==> src/rtl/seq_detector_pkg.sv <==
// Shared types and constants for the serial pattern detector.
package seq_det_pkg;

  typedef enum logic {
    ST_FILL = 1'b0,
    ST_RUN  = 1'b1
  } state_t;

  localparam logic MODE_OVL  = 1'b0;
  localparam logic MODE_NOVL = 1'b1;

endpackage

==> src/rtl/seq_detector_if.sv <==
// Control/data bundle between a serial source and seq_detector.
interface seq_detector_if #(
  parameter int unsigned N     = 2,
  parameter int unsigned CNT_W = 8
);
  logic             en;
  logic             A;
  logic             mode;
  logic             pat_load;
  logic [N-1:0]     pat_in;
  logic             cnt_clr;
  logic             y;
  logic [CNT_W-1:0] match_cnt;
  logic             armed;

  modport master (
    output en, A, mode, pat_load, pat_in, cnt_clr,
    input  y, match_cnt, armed
  );

  modport slave (
    input  en, A, mode, pat_load, pat_in, cnt_clr,
    output y, match_cnt, armed
  );
endinterface

==> src/rtl/seq_detector_sat_counter.sv <==
// Saturating up-counter with synchronous clear taking priority over increment.
module sat_counter #(
  parameter int unsigned W = 8
) (
  input  logic         clk,
  input  logic         reset,
  input  logic         inc,
  input  logic         clr,
  output logic [W-1:0] q
);

  always_ff @(posedge clk or posedge reset) begin
    if (reset) begin
      q <= '0;
    end else if (clr) begin
      q <= '0;
    end else if (inc && (q != '1)) begin
      q <= q + 1'b1;
    end
  end

endmodule

==> src/rtl/seq_detector.sv <==
// Moore serial pattern detector: registered match pulse, overlap/non-overlap modes,
// runtime-loadable pattern and saturating match counter.
module seq_detector
  import seq_det_pkg::*;
#(
  parameter int unsigned   N       = 2,
  parameter int unsigned   CNT_W   = 8,
  parameter logic [N-1:0]  PAT_RST = {{(N-1){1'b0}}, 1'b1}
) (
  input  logic           clk,
  input  logic           reset,
  seq_detector_if.slave  bus
);

  localparam int unsigned FW = $clog2(N + 1);

  state_t         state, state_nxt;
  logic [N-1:0]   pat, pat_nxt;
  // The oldest history bit is shifted out before every compare, so only N-1 are kept.
  logic [N-2:0]   hist, hist_nxt;
  logic [N-1:0]   shifted;
  logic [FW-1:0]  fill, fill_nxt;
  logic           y_q, y_nxt;
  logic           hit;

  always_comb begin
    shifted   = {hist, bus.A};
    state_nxt = state;
    pat_nxt   = pat;
    hist_nxt  = hist;
    fill_nxt  = fill;
    y_nxt     = 1'b0;
    hit       = 1'b0;

    if (bus.pat_load) begin
      pat_nxt   = bus.pat_in;
      fill_nxt  = '0;
      state_nxt = ST_FILL;
    end else if (bus.en) begin
      hist_nxt = shifted[N-2:0];
      hit      = ((state == ST_RUN) || (fill == FW'(N - 1))) && (shifted == pat);
      y_nxt    = hit;
      if (hit && (bus.mode == MODE_NOVL)) begin
        fill_nxt  = '0;
        state_nxt = ST_FILL;
      end else if (state == ST_FILL) begin
        fill_nxt = fill + 1'b1;
        if (fill == FW'(N - 1)) begin
          state_nxt = ST_RUN;
        end
      end
    end
  end

  always_ff @(posedge clk or posedge reset) begin
    if (reset) begin
      state <= ST_FILL;
      pat   <= PAT_RST;
      hist  <= '0;
      fill  <= '0;
      y_q   <= 1'b0;
    end else begin
      state <= state_nxt;
      pat   <= pat_nxt;
      hist  <= hist_nxt;
      fill  <= fill_nxt;
      y_q   <= y_nxt;
    end
  end

  assign bus.y     = y_q;
  assign bus.armed = (state == ST_RUN);

  sat_counter #(
    .W (CNT_W)
  ) u_cnt (
    .clk   (clk),
    .reset (reset),
    .inc   (hit),
    .clr   (bus.cnt_clr),
    .q     (bus.match_cnt)
  );

endmodule

==> src/flat_wrapper.sv <==
// flat-port wrapper written by rule: the top's interface ports become plain ports
module seq_detector_flat import seq_det_pkg::*;
#(
  parameter int unsigned   N       = 2,
  parameter int unsigned   CNT_W   = 8,
  parameter logic [N-1:0]  PAT_RST = {{(N-1){1'b0}}, 1'b1}
)
  (clk, reset, bus_en, bus_A, bus_mode, bus_pat_load, bus_pat_in, bus_cnt_clr, bus_y, bus_match_cnt, bus_armed);
  seq_detector_if #(.N(N), .CNT_W(CNT_W)) bus_i ();
  input  logic clk;
  input  logic reset;
  input wire logic [$bits(bus_i.en)-1:0] bus_en;
  input wire logic [$bits(bus_i.A)-1:0] bus_A;
  input wire logic [$bits(bus_i.mode)-1:0] bus_mode;
  input wire logic [$bits(bus_i.pat_load)-1:0] bus_pat_load;
  input wire logic [$bits(bus_i.pat_in)-1:0] bus_pat_in;
  input wire logic [$bits(bus_i.cnt_clr)-1:0] bus_cnt_clr;
  output wire logic [$bits(bus_i.y)-1:0] bus_y;
  output wire logic [$bits(bus_i.match_cnt)-1:0] bus_match_cnt;
  output wire logic [$bits(bus_i.armed)-1:0] bus_armed;
  assign bus_i.en = bus_en;
  assign bus_i.A = bus_A;
  assign bus_i.mode = bus_mode;
  assign bus_i.pat_load = bus_pat_load;
  assign bus_i.pat_in = bus_pat_in;
  assign bus_i.cnt_clr = bus_cnt_clr;
  assign bus_y = bus_i.y;
  assign bus_match_cnt = bus_i.match_cnt;
  assign bus_armed = bus_i.armed;
  seq_detector #(.N(N), .CNT_W(CNT_W), .PAT_RST(PAT_RST)) u_core (.clk(clk), .reset(reset), .bus(bus_i));
endmodule
==> config.mk <==
export PLATFORM = sky130hd
export DESIGN_NAME = seq_detector_flat
export DESIGN_NICKNAME = d
export VERILOG_FILES = /design/src/rtl/seq_detector_pkg.sv /design/src/rtl/seq_detector_if.sv /design/src/rtl/seq_detector_sat_counter.sv /design/src/rtl/seq_detector.sv /design/src/flat_wrapper.sv
export SDC_FILE = /design/constraint.sdc
export NUM_CORES = 1
export LEC_CHECK = 0
export BUFFER_PORTS_ARGS = -buffer_cell sky130_fd_sc_hd__buf_2
export CORE_ASPECT_RATIO = 1.2
export CORE_MARGIN = 3
export CORE_UTILIZATION = 40
export DETAILED_ROUTE_END_ITERATION = 16
export SETUP_SLACK_MARGIN = 0.5
export SYNTH_ARGS = -nofsm -noshare
export SYNTH_HDL_FRONTEND = slang
export SYNTH_HIERARCHICAL = 1
export SYNTH_SLANG_ARGS = --single-unit
==> constraint.sdc <==
create_clock -name clk -period 2.5 [get_ports clk]
set_input_delay 0.25 -clock clk [delete_from_list [all_inputs] [get_ports clk]]
set_output_delay 0.25 -clock clk [all_outputs]
set_load 0.005 [all_outputs]
==> impl_metrics.json <==
{
  "timing.final.crit_share_pct": 76.6,
  "critPathKind": "flip-flop to flip-flop",
  "clock_sinks": 15,
  "wire_per_inst_um": 14.5,
  "die_w_um": 48.0,
  "rr_worst_depth": 6,
  "slew_viol_final": 0,
  "clkSlewWorstSetupHoldPaths_ns": 0.09,
  "cp-end-kind": "flip-flop",
  "cts_max_path_buffers": 2,
  "drc": 0,
  "finish.net_count": 112,
  "synth_xor_area_share_pct": 2.06,
  "antenna_cells": 0,
  "drtAntennaViolNets": 0,
  "synth_compound_area_share_pct": 16.7,
  "relSlewSlack_pct": 77.4,
  "insertion_delay_ns": 0.27,
  "dp_hpwl_um": 1290,
  "start_util_pct": 44.3,
  "powerDensity_mw_per_mm2": 458,
  "irDropWorstVdd_mv": 0.235,
  "netlist.top_cell.by_area": "dfrtp_1",
  "gp_congestion": 0.862,
  "finalSetupViolCount": 0,
  "dieArea_sq_mm": 0.00271,
  "gr-usage-met1_pct": 15.7,
  "hp-start": "bus_en",
  "overflow": 0,
  "reg2reg_slack_ns": 0.58,
  "cp_max_fo": 5,
  "cts-root-buf": "clkbuf_4",
  "postSynthAreaPerCell_sq_um": 11.2,
  "ys_warn_count": 6,
  "rows": 17,
  "finalHoldViolCount": 0,
  "ys_seq_area_share_pct": 44.4,
  "synth_adder_area_share_pct": 2.95,
  "crit_required_ns": 2.67,
  "r2r-end": "u_core/u_cnt/q[5]",
  "ys.flop_type": "dfrtp_1",
  "num_io_pins": 19,
  "ys_ff_latch": 15,
  "grt_pass1_wl_um": 2710,
  "vias": 679,
  "finalSetupTns_ns": 0,
  "drive_gt1_share_pct": 42.0,
  "top_usage_layer": "met2",
  "drv_cap": 0,
  "cts_buffers": 3,
  "yosysUniqueCellTypes": 36,
  "synth-edff-count": 0,
  "grt_use_met2_pct": 23.6,
  "reg2reg_from": "u_core/pat[0]",
  "p_leak_uw": 0.000491,
  "grt_pass1_vias": 619,
  "synth_top_family_by_area": "simple AND/OR/NAND/NOR gates",
  "drtPass1Iterations": 4,
  "syn_area_sq_um": 848,
  "drt_iter0_drc": 16,
  "grt_start_max_net_pins": 11,
  "vias_per_cell": 5.71,
  "tritoncts": "done",
  "worst_slew_pin_slew_ns": 0.339,
  "holdPathStages": 2,
  "coreArea_sq_mm": 0.00191,
  "h-tree-depth": 1,
  "cp_data_arrival_time_ns": 2.08,
  "port_buffers": 18,
  "synth_most_common_cell": "dfrtp_1",
  "hold_path_class": "input port to flip-flop",
  "syn_inst": 76,
  "yosys-top-cells-count": "dfrtp_1 (14), inv_1 (5), nor2_1 (5)",
  "clock-skew-final_ns": 0.00677,
  "die_h_um": 56.4,
  "use_met3_pct": 3.85,
  "antenna_found_initial": 0,
  "synth_area_leaders": "dfrtp_1 (41%), mux2_4 (7.1%), mux2_2 (4.0%), dfstp_2 (3.1%), ha_1 (2.9%)",
  "grt_usage_pct": 13.9,
  "start_kind": "flip-flop",
  "finalCriticalPeriod_ns": 1.92,
  "outcome": "complete, no violations",
  "synthArstFlopShare_pct": 100,
  "syn_nets": 87,
  "fmax_ghz": 0.522,
  "rsz0062_at_grt": "false",
  "drt_wl_total_um": 1730,
  "synthSimpleGateAreaFrac_pct": 17.7,
  "area_delta_synth_final_pct": 18.9,
  "synthMuxAreaShare_pct": 12.2,
  "hold_end": "u_core/bus.armed",
  "hold_slack_ns": 0.208,
  "synthDominantCellAreaShare_pct": 41.3
}
power breakdown:
part           internal (uW)  leakage [uW]  switching (uW)
sequential               255      0.000200            8.18
combinational           32.1      0.000276            31.1
clock                   61.7     0.0000150            73.5
routing by layer:
layer / share of wire, % / up-vias
met5: 0 / -
met4: 0.70 / 0
met3: 7.5 / 4
met2: 53 / 28
met1: 39 / 329
li1: - / 318
cells in the final DEF, fill, tap and decap left out, drive strengths merged, types with 2 or more instances in the layout:
cell,netlist,routed
nor2b,4,4
nand3,2,2
clkbuf,1,4
a21oi,5,5
nand2b,3,3
inv,5,5
a211oi,2,2
nor2,5,5
nand4,2,2
ha,2,2
xnor2,2,2
mux2,7,7
nand2,4,4
dfrtp,14,14
buf,1,21
kinds of logic (layout without fill, tap and decap cells):
kind of cell / count (synthesis) / in the layout
and+or+nand+nor: 26 / 26
adders and majority gates: 2 / 2
DFF: 15 / 15
AOI/OAI and AO/OA: 16 / 16
buffers and inverters: 7 / 31
muxes: 8 / 8
xor gates and xnor gates: 2 / 2
per-stage QoR:
stage	std cells	setup WS [ns]	utilization [%]	instance area (sq um)	power, uW
after floorplan	76	0.637	-	848	309
after global placement	111	0.539	49.5	947	327
after detailed placement	111	0.454	49.5	947	329
after CTS	116	0.514	51.5	986	470
after global routing	119	0.493	52.7	1010	486
final	119	0.585	52.7	1010	462
how the worst max path moves through the flow:
stage                  startpoint  slack [ns]                end  cells after the start
global placement    u_core/pat[0]        0.54  u_core/u_cnt/q[5]                      6
global route        u_core/pat[0]        0.49  u_core/u_cnt/q[5]                      6
finish              u_core/pat[0]        0.58  u_core/u_cnt/q[5]                      6
floorplan           u_core/pat[0]        0.64  u_core/u_cnt/q[5]                      6
CTS                 u_core/pat[0]        0.51  u_core/u_cnt/q[5]                      6
detailed placement  u_core/pat[0]        0.45  u_core/u_cnt/q[5]                      6
repair_timing:
item                                    CTS  global route
hold buffers                              1             0
endpoints found under the setup margin    1             2
endpoints found under the hold margin    14             0
pin swaps                                 0             3
gates resized for setup                   1             0
setup buffers                             0             3
critical path: stages, from the launching register on:
cell and delay, ns:
dfstp_2 0.55, xnor2_1 0.13, o211ai_1 0.14, nor2_2 0.22
nand4_1 0.22, a211oi_2 0.24, mux2_4 0.31
state kept, by name, indices dropped and copies added (netlist names):
| signal | cells |
|---|---|
| u_core/hist | 1 |
| u_core/pat | 2 |
| u_core/fill | 2 |
| u_core/u_cnt/q | 8 |
| u_core/bus.y | 1 |
| u_core/bus.armed | 1 |
layout make-up:
type,count,area [sq um]
multi-input cells,54,440
repair buffers,22,123
clock buffers,4,26.3
well taps,19,23.8
inverters,5,18.8
fillers,184,906
flip-flops and latches,15,377
No activity file was read; power rests on OpenSTA's default activity.
